===== src/rtl/mcycle_unit.sv =====
// Iterative unsigned multiply / restoring divide unit.
// One result bit per clock; done pulses once when Result1/Result2 update.
module mcycle_unit #(
   parameter int WIDTH = 32
) (
   input  logic             CLK,
   input  logic             rst,
   input  logic             Start,
   input  logic             MCycleOp,
   input  logic [WIDTH-1:0] Operand1,
   input  logic [WIDTH-1:0] Operand2,
   output logic [WIDTH-1:0] Result1,
   output logic [WIDTH-1:0] Result2,
   output logic             Busy,
   output logic             done
);

   localparam int CW = $clog2(WIDTH);

   localparam logic [1:0] IDLE    = 2'd0;
   localparam logic [1:0] COMPUTE = 2'd1;
   localparam logic [1:0] DONE    = 2'd2;

   logic [1:0]         state;
   logic [CW-1:0]      counter;
   logic               op;
   // multiplicand for multiply, divisor for divide
   logic [WIDTH-1:0]   opb;
   // multiply: {partial product high, multiplier shifting out}
   // divide:   {partial remainder, dividend shifting in quotient}
   logic [2*WIDTH-1:0] acc;
   logic [2*WIDTH-1:0] acc_next;
   logic [WIDTH:0]     msum;
   logic [WIDTH:0]     shifted;
   logic [WIDTH-1:0]   rsub;
   logic               ge;

   // One iteration of shift-add multiply or restoring divide
   always_comb begin
      msum     = {1'b0, acc[2*WIDTH-1:WIDTH]}
               + (acc[0] ? {1'b0, opb} : {(WIDTH+1){1'b0}});
      shifted  = acc[2*WIDTH-1:WIDTH-1];
      ge       = (shifted >= {1'b0, opb});
      // when ge holds the true difference is below the divisor, so it fits
      rsub     = shifted[WIDTH-1:0] - opb;
      acc_next = {msum, acc[WIDTH-1:1]};
      if (op) begin
         if (ge) begin
            acc_next = {rsub, acc[WIDTH-2:0], 1'b1};
         end else begin
            acc_next = {acc[2*WIDTH-2:0], 1'b0};
         end
      end
   end

   // Control FSM, operand latch, iteration state and result registers
   always_ff @(posedge CLK or negedge rst) begin
      if (!rst) begin
         state   <= IDLE;
         counter <= '0;
         op      <= 1'b0;
         opb     <= '0;
         acc     <= '0;
         Result1 <= '0;
         Result2 <= '0;
      end else begin
         case (state)
            IDLE: begin
               if (Start) begin
                  op      <= MCycleOp;
                  counter <= '0;
                  state   <= COMPUTE;
                  if (MCycleOp) begin
                     acc <= {{WIDTH{1'b0}}, Operand1};
                     opb <= Operand2;
                  end else begin
                     acc <= {{WIDTH{1'b0}}, Operand2};
                     opb <= Operand1;
                  end
               end
            end
            COMPUTE: begin
               acc     <= acc_next;
               counter <= counter + CW'(1);
               if (counter == CW'(WIDTH-1)) begin
                  Result1 <= acc_next[WIDTH-1:0];
                  Result2 <= acc_next[2*WIDTH-1:WIDTH];
                  state   <= DONE;
               end
            end
            DONE: begin
               state <= IDLE;
            end
            default: begin
               state <= IDLE;
            end
         endcase
      end
   end

   assign Busy = (state != IDLE);
   assign done = (state == DONE);

endmodule


===== config.mk =====
export PLATFORM = sky130hd
export DESIGN_NAME = mcycle_unit
export DESIGN_NICKNAME = d
export VERILOG_FILES = /design/src/rtl/mcycle_unit.sv
export SDC_FILE = /design/constraint.sdc
export NUM_CORES = 1
export LEC_CHECK = 0
export ABC_AREA = 0
export CORE_MARGIN = 5
export CORE_UTILIZATION = 35
export CTS_BUF_LIST = sky130_fd_sc_hd__clkbuf_4 sky130_fd_sc_hd__clkbuf_8
export DETAILED_ROUTE_END_ITERATION = 12
export PLACE_DENSITY = 0.55
export SYNTH_ARGS = -nofsm -noshare
export SYNTH_HDL_FRONTEND = slang
export SYNTH_SLANG_ARGS = --single-unit

===== constraint.sdc =====
create_clock -name CLK -period 3.8 [get_ports CLK]
set_clock_uncertainty 0.2 [all_clocks]
set_input_delay 1.14 -clock CLK [delete_from_list [all_inputs] [get_ports CLK]]
set_output_delay 1.14 -clock CLK [all_outputs]
set_load 0.05 [all_outputs]

; Yosys cells after proc, flatten, opt, wreduce, memory -nomap -nowiden
; Index checks and enable logic that the tools add are counted.
[totals]
ff_bits = 168
elab_cells = 35
[op_classes]
order_cmp = 1
mux = 12
addsub = 3
eq_ne = 5
n_reduce_logical = 7
[ops]
columns = op, n
row1 = 2-to-1 mux 64 bit, 3
row2 = case mux 64 bit (2 select lines), 1
row3 = 2-to-1 mux 32 bit, 3
row4 = adder 32 x 32 -> 33 bit, 1
row5 = >= comparator 33 x 32 -> 1 bit, 1
row6 = subtractor 32 bit, 1
row7 = case mux 5 bit (2 select lines), 1
row8 = AND reduction 2 bit, 4
row9 = "adder 5 x 1 -> 5 bit, second input constant", 1
row10 = "equality test 5 bit, second input constant", 1
row11 = 2-to-1 mux 5 bit, 1
row12 = 2-to-1 mux 2 bit, 2
row13 = "inequality test 2 bit, second input constant", 2
row14 = case mux 2 bit (2 select lines), 1
row15 = nonzero test 2 bit, 2
row16 = "equality test 2 x 1 -> 1 bit, second input constant", 1
row17 = "equality test 2 bit, second input constant", 1
row18 = logical NOT 2 bit, 1

; Longest topological paths before layout
[depth]
ltp_word = 4
mapped_depth = 14
depth_no_buf = 13

; Least setup slack after synthesis
; Ideal clock, no wire load.
[synth_path]
kind = register to register
start = register acc[0]
end = register Result2[29]
required_ns = 3.505
path_buffers = 1
setup_time_ns = 0.095
setup_slack_ns = 0.308
stages_incl_launch_ff = 14
arrival_time_ns = 3.197
path_cell_list = dfrtp_1 -> clkbuf_1 -> and2_1 -> ha_1 -> fa_1 -> a211oi_1 -> o211ai_1 -> nand4_1 -> nand4_1 -> a21boi_0 -> nor2_1 -> a31oi_1 -> mux2_2 -> o31ai_1
[synth_via]
elab_chain_cells = 3
[synth_rtl]
columns = element, line_no
row1 = from (decl), 31  ; logic [2*WIDTH-1:0] acc;
row2 = from (signal assigned), 74  ; acc <= {{WIDTH{1'b0}}, Operand1};
row3 = from (signal assigned), 77  ; acc <= {{WIDTH{1'b0}}, Operand2};
row4 = from (signal assigned), 83  ; acc <= acc_next;
row5 = 2-to-1 mux 32 bit, 41  ; + (acc[0] ? {1'b0, opb} : {(WIDTH+1){1'b0}});
row6 = adder 32 x 32 -> 33 bit, 41
row7 = 2-to-1 mux 64 bit, 47  ; if (op) begin
row8 = to (signal assigned), 87  ; Result2 <= acc_next[2*WIDTH-1:WIDTH];
row9 = to (decl), 13  ; output logic [WIDTH-1:0] Result2,
; No other way between the ends.
; A chain may end at the register's enable or synchronous reset.

; Final worst setup path
[layout_path]
start = register acc[56]
end = register Result2[4]
[layout_via]
elab_chain_cells = 3
[layout_rtl]
columns = element, line_no
row1 = >= comparator 33 x 32 -> 1 bit, 43  ; ge = (shifted >= {1'b0, opb});
row2 = 2-to-1 mux 64 bit, 48  ; if (ge) begin
row3 = 2-to-1 mux 64 bit, 47
; No other way between the ends.

==> out/metrics.sh <==
VIAS=10330
ANT_NETS=0
CP.ARRIVAL_PS=3820
POST-CTS-SETUP-BUFFER-COUNT=0
ANTENNA_FOUND_INITIAL=0
GRT_SETUP_UNREPAIRED='false'
SYN_INST=1311
PORTION_OF_THE_POST_SYNTHESIS_AREA_USED_BY_SEQUENTIAL_ELEMENTS_PCT=36.27
CP_TOP_FAMILY='simple AND/OR/NAND/NOR gates'
AREA_GROWTH_PCT=22.34
DIE-HEIGHT_UM=192.0
GRT_USE_TOTAL_PCT=20.95
START_UTIL_PCT=35.53
DR.PASS1.ITERS=5
CTS.CLK_SLEW.WORST_PATHS_PS=100
DR.FIRST_ITER.DRC_COUNT=781
YOSYSTOPAREACELLSHARE_PCT=36.27
CP_COMMON_CELL='sky130_fd_sc_hd__mux2i_1'
SYNTH_TOP_FLOP_CELL='sky130_fd_sc_hd__dfrtp_1'
ROOT_BUFFER='sky130_fd_sc_hd__clkbuf_8'
WORSTMARGINPINSLEW_PS=835.0
MAX_FREQ_MHz=273.7
CRIT_PATH_TOP_DELAY_CELL='sky130_fd_sc_hd__dfrtp_1'
POST_ROUTE_CELLS_DRIVE_ABOVE_1_SHARE_PCT=10.47
DIODES=0
SYNTH_TOP_AREA_CELL='sky130_fd_sc_hd__dfrtp_1'
CRITICAL_PATH.MAX_STAGE_DELAY_PS=470
CLOCK_LATENCY_PS=490
HOLD_VIOL=0
H-TREE-DEPTH=4
SLEW_HEADROOM_PCT=44.13
TIMING.SETUP.CRITICAL_PATH_CLASS='flop to flop'
DIE-WIDTH_UM=192.0
FINALCOREUTILIZATION_PCT=43.47
POSTCTSRESIZEDCELLS=0
SYNTHESIZED_NETLIST_NET_COUNT=1447
SYNTH_WARNINGS=0
POSTLAYOUTSETUPSLACKWORST_PS=146.0
SYNTH.CELL_AREA_MM2=0.01159
NUMCLOCKSINKS=168
REPORT.FINAL.SLEW_VIOL_COUNT=0
CLOCK_TREE.BUFFER_DEPTH=2
CELL_COUNT_POST_PLACEMENT=1881
SEQUENTIAL_CELL_AREA_MM2=0.004209
CP.REQUIRED_PS=3970
YOSYSUNIQUECELLTYPES=70
YOSYS-TOP-CELLS-AREA='sky130_fd_sc_hd__dfrtp_1 36%, sky130_fd_sc_hd__mux2i_1 9.3%, sky130_fd_sc_hd__ha_1 7.1%'
GRT_MAX_DEGREE=80
DIE_AREA_MM2=0.03685
PLACEMENTROWS=66
DRV_CAP=0
TIMING.FINAL.CRIT_SHARE_PCT=96.16
GRT_FIRST_PASS_WIRELENGTH_MM=60.14
CP_MAX_FO=7
FINALNETCOUNT=1594
SYNTH_ENABLE_FLOP_CELLS=0
PLACEABLECOREAREA_MM2=0.03262
TRITONCTS_CLOCK_TREE='done'
ROUTE.DETAILED.WL_PER_INST_UM=19.92
CTS-BUFFERS-INSERTED=17
FINALSETUPVIOLCOUNT=0
MIN_PERIOD_PS=3654
DRC_ERRORS=0
PATH_BUF_INV=2
DETAILEDPLACE.WORSTSLACK_PS=44.76
FOOTPRINT_OF_THE_MULTI_INPUT_GATES_MM2=0.006927
GR-TOTAL-OVERFLOW=0
SYNTH.FF_LATCH_COUNT=168
FINAL-INSTANCE-COUNT-EXCL-FILL=1913
ROUTE.DETAILED.VIAS_PER_INST=5.400
GP_CONGESTION=0.9382
ROUTE.FINAL.WIRE_LENGTH_MM=38.10
IO_BUFFER_COUNT=133
RUN_STATUS='completed'
DP_HPWL_MM=28.94
N_FILL_CELL=3236
ASYNCSETRESETFLOPFRACSYNTH_PCT=100.0
WORSTSETUPENDPOINTTYPE='flop'
IO_PINS=134
FIN_SETUP_TNS_PS=0
HOLD_PATH.CLASS='flop to flop'
COUNT_OF_HOLD_FIX_BUFFERS_INSERTED_AT_CTS=0
CP-START-KIND='flop'
CP_CELL_INSTANCES='ha_1 > and4_1 > nand3_1 > nor4_2 > a311o_1 > a21o_2 > or2_1 > buf_12 > buf_4 > mux2i_1 > mux2i_1 > mux2_4'
NUMBER_OF_GLOBAL_ROUTE_VIAS_BEFORE_REPAIR=10460
POSTSYNTHAREAPERCELL_UM2=8.840
-- logic make-up after synthesis --
kind of cell,Yosys count,synth area share [%]
xor+xnor,43,3.249
mux,127,11.24
simple gates,394,15.74
fa+ha+maj,68,7.471
compound gates,385,21.66
flops,168,36.27
buf+inv,126,4.372
-- sequential cells by signal, indices dropped and copies added, names as in the netlist --
register  cells
counter       5
op            1
Result2      32
state         2
opb          32
acc          64
Result1      32
-- worst min-delay path, delay by kind of cell (launching register included) --
kind             cells  cell delay (ps)
flip-flops           1              350
AND/OR/NAND/NOR      1               40
AO/OA/AOI/OAI        1               60
-- metrics by stage --
| stage | area (um^2) | hold WS, ps |
|---|---|---|
| 2_1_floorplan | 11590 | 249.4 |
| 3_3_place_gp | 13770 | 265.9 |
| 6_report | 14180 | 283.6 |
| 5_1_grt | 14180 | 314.6 |
| 3_5_place_dp | 13770 | 269.8 |
| 4_1_cts | 14150 | 291.7 |
-- area by class of cell --
| type | instances | share of cell area (%) |
|---|---|---|
| clock inverter | 13 | 0.9442 |
| timing repair buffer | 204 | 13.49 |
| sequential | 168 | 29.69 |
| inverter | 50 | 1.324 |
| tap | 442 | 3.900 |
| multi-input combinational | 1017 | 48.85 |
| clock buffer | 19 | 1.800 |
-- per-layer routing --
metal	wire length (um)	vias to the layer above	track usage, %	share of wire, %
met3	2014	35	3.308	5.3
li1	-	5056	-	-
met2	16460	264	31.67	43
met1	19040	4976	31.34	50
met4	593	0	5.156	1.6
met5	0	-	0	0
-- cell usage after synthesis, types with 3 or more instances --
cell type	n
sky130_fd_sc_hd__a2111oi_0	4
sky130_fd_sc_hd__a211oi_1	12
sky130_fd_sc_hd__a21boi_0	3
sky130_fd_sc_hd__a21o_1	28
sky130_fd_sc_hd__a21oi_1	56
sky130_fd_sc_hd__a221oi_1	26
sky130_fd_sc_hd__a311oi_1	4
sky130_fd_sc_hd__a31o_2	5
sky130_fd_sc_hd__a31oi_1	18
sky130_fd_sc_hd__a41oi_1	3
sky130_fd_sc_hd__and2_1	36
sky130_fd_sc_hd__and3_1	10
sky130_fd_sc_hd__buf_1	9
sky130_fd_sc_hd__buf_2	6
sky130_fd_sc_hd__buf_6	3
sky130_fd_sc_hd__clkbuf_1	57
sky130_fd_sc_hd__dfrtp_1	168
sky130_fd_sc_hd__ha_1	66
sky130_fd_sc_hd__inv_1	48
sky130_fd_sc_hd__mux2_2	17
sky130_fd_sc_hd__mux2i_1	108
sky130_fd_sc_hd__nand2_1	169
sky130_fd_sc_hd__nand2b_1	11
sky130_fd_sc_hd__nand3_1	38
sky130_fd_sc_hd__nand4_1	12
sky130_fd_sc_hd__nor2_1	71
sky130_fd_sc_hd__nor2b_1	14
sky130_fd_sc_hd__nor3_1	12
sky130_fd_sc_hd__nor3b_1	8
sky130_fd_sc_hd__o211ai_1	11
sky130_fd_sc_hd__o21a_1	7
sky130_fd_sc_hd__o21ai_0	142
sky130_fd_sc_hd__o21ai_1	6
sky130_fd_sc_hd__o21bai_1	3
sky130_fd_sc_hd__o221ai_1	15
sky130_fd_sc_hd__o2bb2ai_1	9
sky130_fd_sc_hd__o31ai_1	11
sky130_fd_sc_hd__or3_1	4
sky130_fd_sc_hd__xnor2_1	25
sky130_fd_sc_hd__xor2_1	18
-- worst paths after layout --
check,start,depth (start not counted),to,slack [ps]
hold / removal,Result1[2],2,Result1[2],280
setup / recovery,acc[56],12,Result2[4],150
min in group asynchronous,rst,1,Result1[6],450
hold reg to reg,Result1[2],2,Result1[2],280
max in group asynchronous,rst,2,counter[1],2110
setup reg to reg,acc[56],12,Result2[4],150
-- cell usage in the layout (no fill, tap or decap), drive strengths merged, types with 55 or more instances in the layout --
master	count
buf	73
nand2	169
o21ai	148
inv	55
mux2i	108
a21oi	59
clkdlybuf4s50	131
nor2	71
dfrtp	168
ha	66
Power is left out: the tool's default activity adds up to more than one toggle a clock period on the data nets, which glitch-free logic cannot reach.
==> RTL change: new RTL, config.mk and constraints unchanged <==
Make the reset (`rst`) synchronous in one clocked block.
--- a/src/rtl/mcycle_unit.sv
+++ b/src/rtl/mcycle_unit.sv
@@ -54,7 +54,7 @@
    end
 
    // Control FSM, operand latch, iteration state and result registers
-   always_ff @(posedge CLK or negedge rst) begin
+   always_ff @(posedge CLK) begin
       if (!rst) begin
          state   <= IDLE;
          counter <= '0;
Formal check against the unedited RTL: differs if rst is asserted again (counterexample within 4 cycles, from zero or initial values and one cycle with rst low); with rst held inactive, the same outputs for 10 cycles.
==> RTL change against the original RTL <==
- synthesized area down 2.5%
- sequential cell count unchanged
- first-iteration DRC count down 1.0%
- die area down 2.4%
- routed wire length up 1.5%
- worst setup slack better by 0.043 ns
- design area down 3.9%
Power is left out: it rests on default switching activity, and per cell area and clock period it moved more than threefold.
==> RTL change: results (changes against the original RTL) <==
{
  "final_layout": {
    "multi_input_logic_portion_of_the_cell_area": {"value": 54.2, "unit": "%", "change": "+5.3 points"},
    "buffer_area_share": {"value": 13.0, "unit": "%", "change": "-0.53 points"},
    "layout.comb_gates.multi_input": {"value": 1088, "change": "+7.0%"},
    "final.clkbuf_count": {"value": 20, "change": "+1"},
    "n_fill_cell": {"value": 3248, "change": "+0.37%"},
    "layout-drive-gt1-share": {"value": 8.09, "unit": "%", "change": "-2.4 points"},
    "nNetsFinal": {"value": 1643, "change": "+3.1%"},
    "clkCellAreaFrac": {"value": 3.08, "unit": "%", "change": "+0.34 points"}
  },
  "timing": {
    "maxSlewHeadroom": {"value": 27.4, "unit": "%", "change": "-17 points"}
  },
  "synth": {
    "synth.net_count": {"value": 1536, "change": "+6.2%"},
    "adder_cell_share_of_the_synthesized_area": {"value": 7.66, "unit": "%", "change": "+0.19 points"},
    "yosys-mux-area-fraction": {"value": 10.6, "unit": "%", "change": "-0.66 points"},
    "synthArstFlopShare": {"value": 0, "unit": "%", "change": "-100 points"},
    "synth-xor-area-share": {"value": 3.95, "unit": "%", "change": "+0.70 points"}
  },
  "place": {
    "hpwl_after_dpl": {"value": 29100, "unit": "um", "change": "+0.58%"},
    "finalWeightedCongestion": {"value": 0.932, "change": "-0.62%"}
  },
  "critical_path": {
    "worst-path-max-fanout": {"value": 3, "change": "-4"},
    "ff2ff_setup_slack": {"value": 0.19, "unit": "ns", "change": "+0.04 ns"},
    "crit_arrival": {"value": 3.78, "unit": "ns", "change": "-0.04 ns"},
    "r2r-start": "opb[0]"
  },
  "global_route": {
    "use_met3": {"value": 4.61, "unit": "%", "change": "+1.3 points"},
    "global_route_wire_length_before_repair": {"value": 60500, "unit": "um", "change": "+0.65%"},
    "track_usage": {"value": 21.0, "unit": "%", "change": "+0.092 points"}
  },
  "drt": {
    "met3_length": {"value": 2290, "unit": "um", "change": "+14%"},
    "viasPerCell": {"value": 5.58, "change": "+3.3%"}
  },
  "run_status": {
    "outcome": "completed"
  }
}
RTL change: worst max-delay path by stage:
stage / slack, ns / cells past startpoint / end / startpoint
after floorplan: 0.65 / 12 / Result2[28] / acc[0]
after global placement: 0.11 / 12 / Result2[25] / opb[29]
after detailed placement: 0.1 / 12 / Result2[25] / acc[0]
after CTS: 0.08 / 12 / Result2[25] / acc[0]
after global routing: 0.004 / 12 / acc[62] / opb[0]
final: 0.19 / 12 / acc[62] / opb[0]
RTL change: critical path, cell delays in order (launching register included):
cell and delay, ns:
sky130_fd_sc_hd__dfxtp_1 0.37, sky130_fd_sc_hd__ha_1 0.19, sky130_fd_sc_hd__inv_1 0.06, sky130_fd_sc_hd__fa_1 0.43
sky130_fd_sc_hd__a211oi_1 0.30, sky130_fd_sc_hd__o21bai_1 0.18, sky130_fd_sc_hd__a31oi_1 0.37, sky130_fd_sc_hd__a21oi_1 0.24
sky130_fd_sc_hd__a211oi_2 0.37, sky130_fd_sc_hd__o21ai_1 0.13, sky130_fd_sc_hd__xnor2_1 0.22, sky130_fd_sc_hd__o31ai_1 0.10
sky130_fd_sc_hd__a221o_1 0.32
RTL change: per-stage QoR:
| stage | instances | instance area [um2] | utilization (%) | setup slack, ns | hold slack [ns] |
|---|---|---|---|---|---|
| detailed placement | 1890 | 13200 | 41.6 | 0.0971 | 0.240 |
| floorplan | 1400 | 11300 | - | 0.647 | 0.215 |
| finish | 1922 | 13600 | 43.0 | 0.189 | 0.263 |
| global route | 1922 | 13600 | 43.0 | 0.00399 | 0.290 |
| global placement | 1890 | 13200 | 41.6 | 0.115 | 0.233 |
| CTS | 1922 | 13600 | 42.9 | 0.0828 | 0.259 |
RTL change: what timing repair did:
action,4_1_cts,5_1_grt
hold endpoints to repair,0,0
gates resized for setup,0,5
endpoints found under the setup margin,0,22
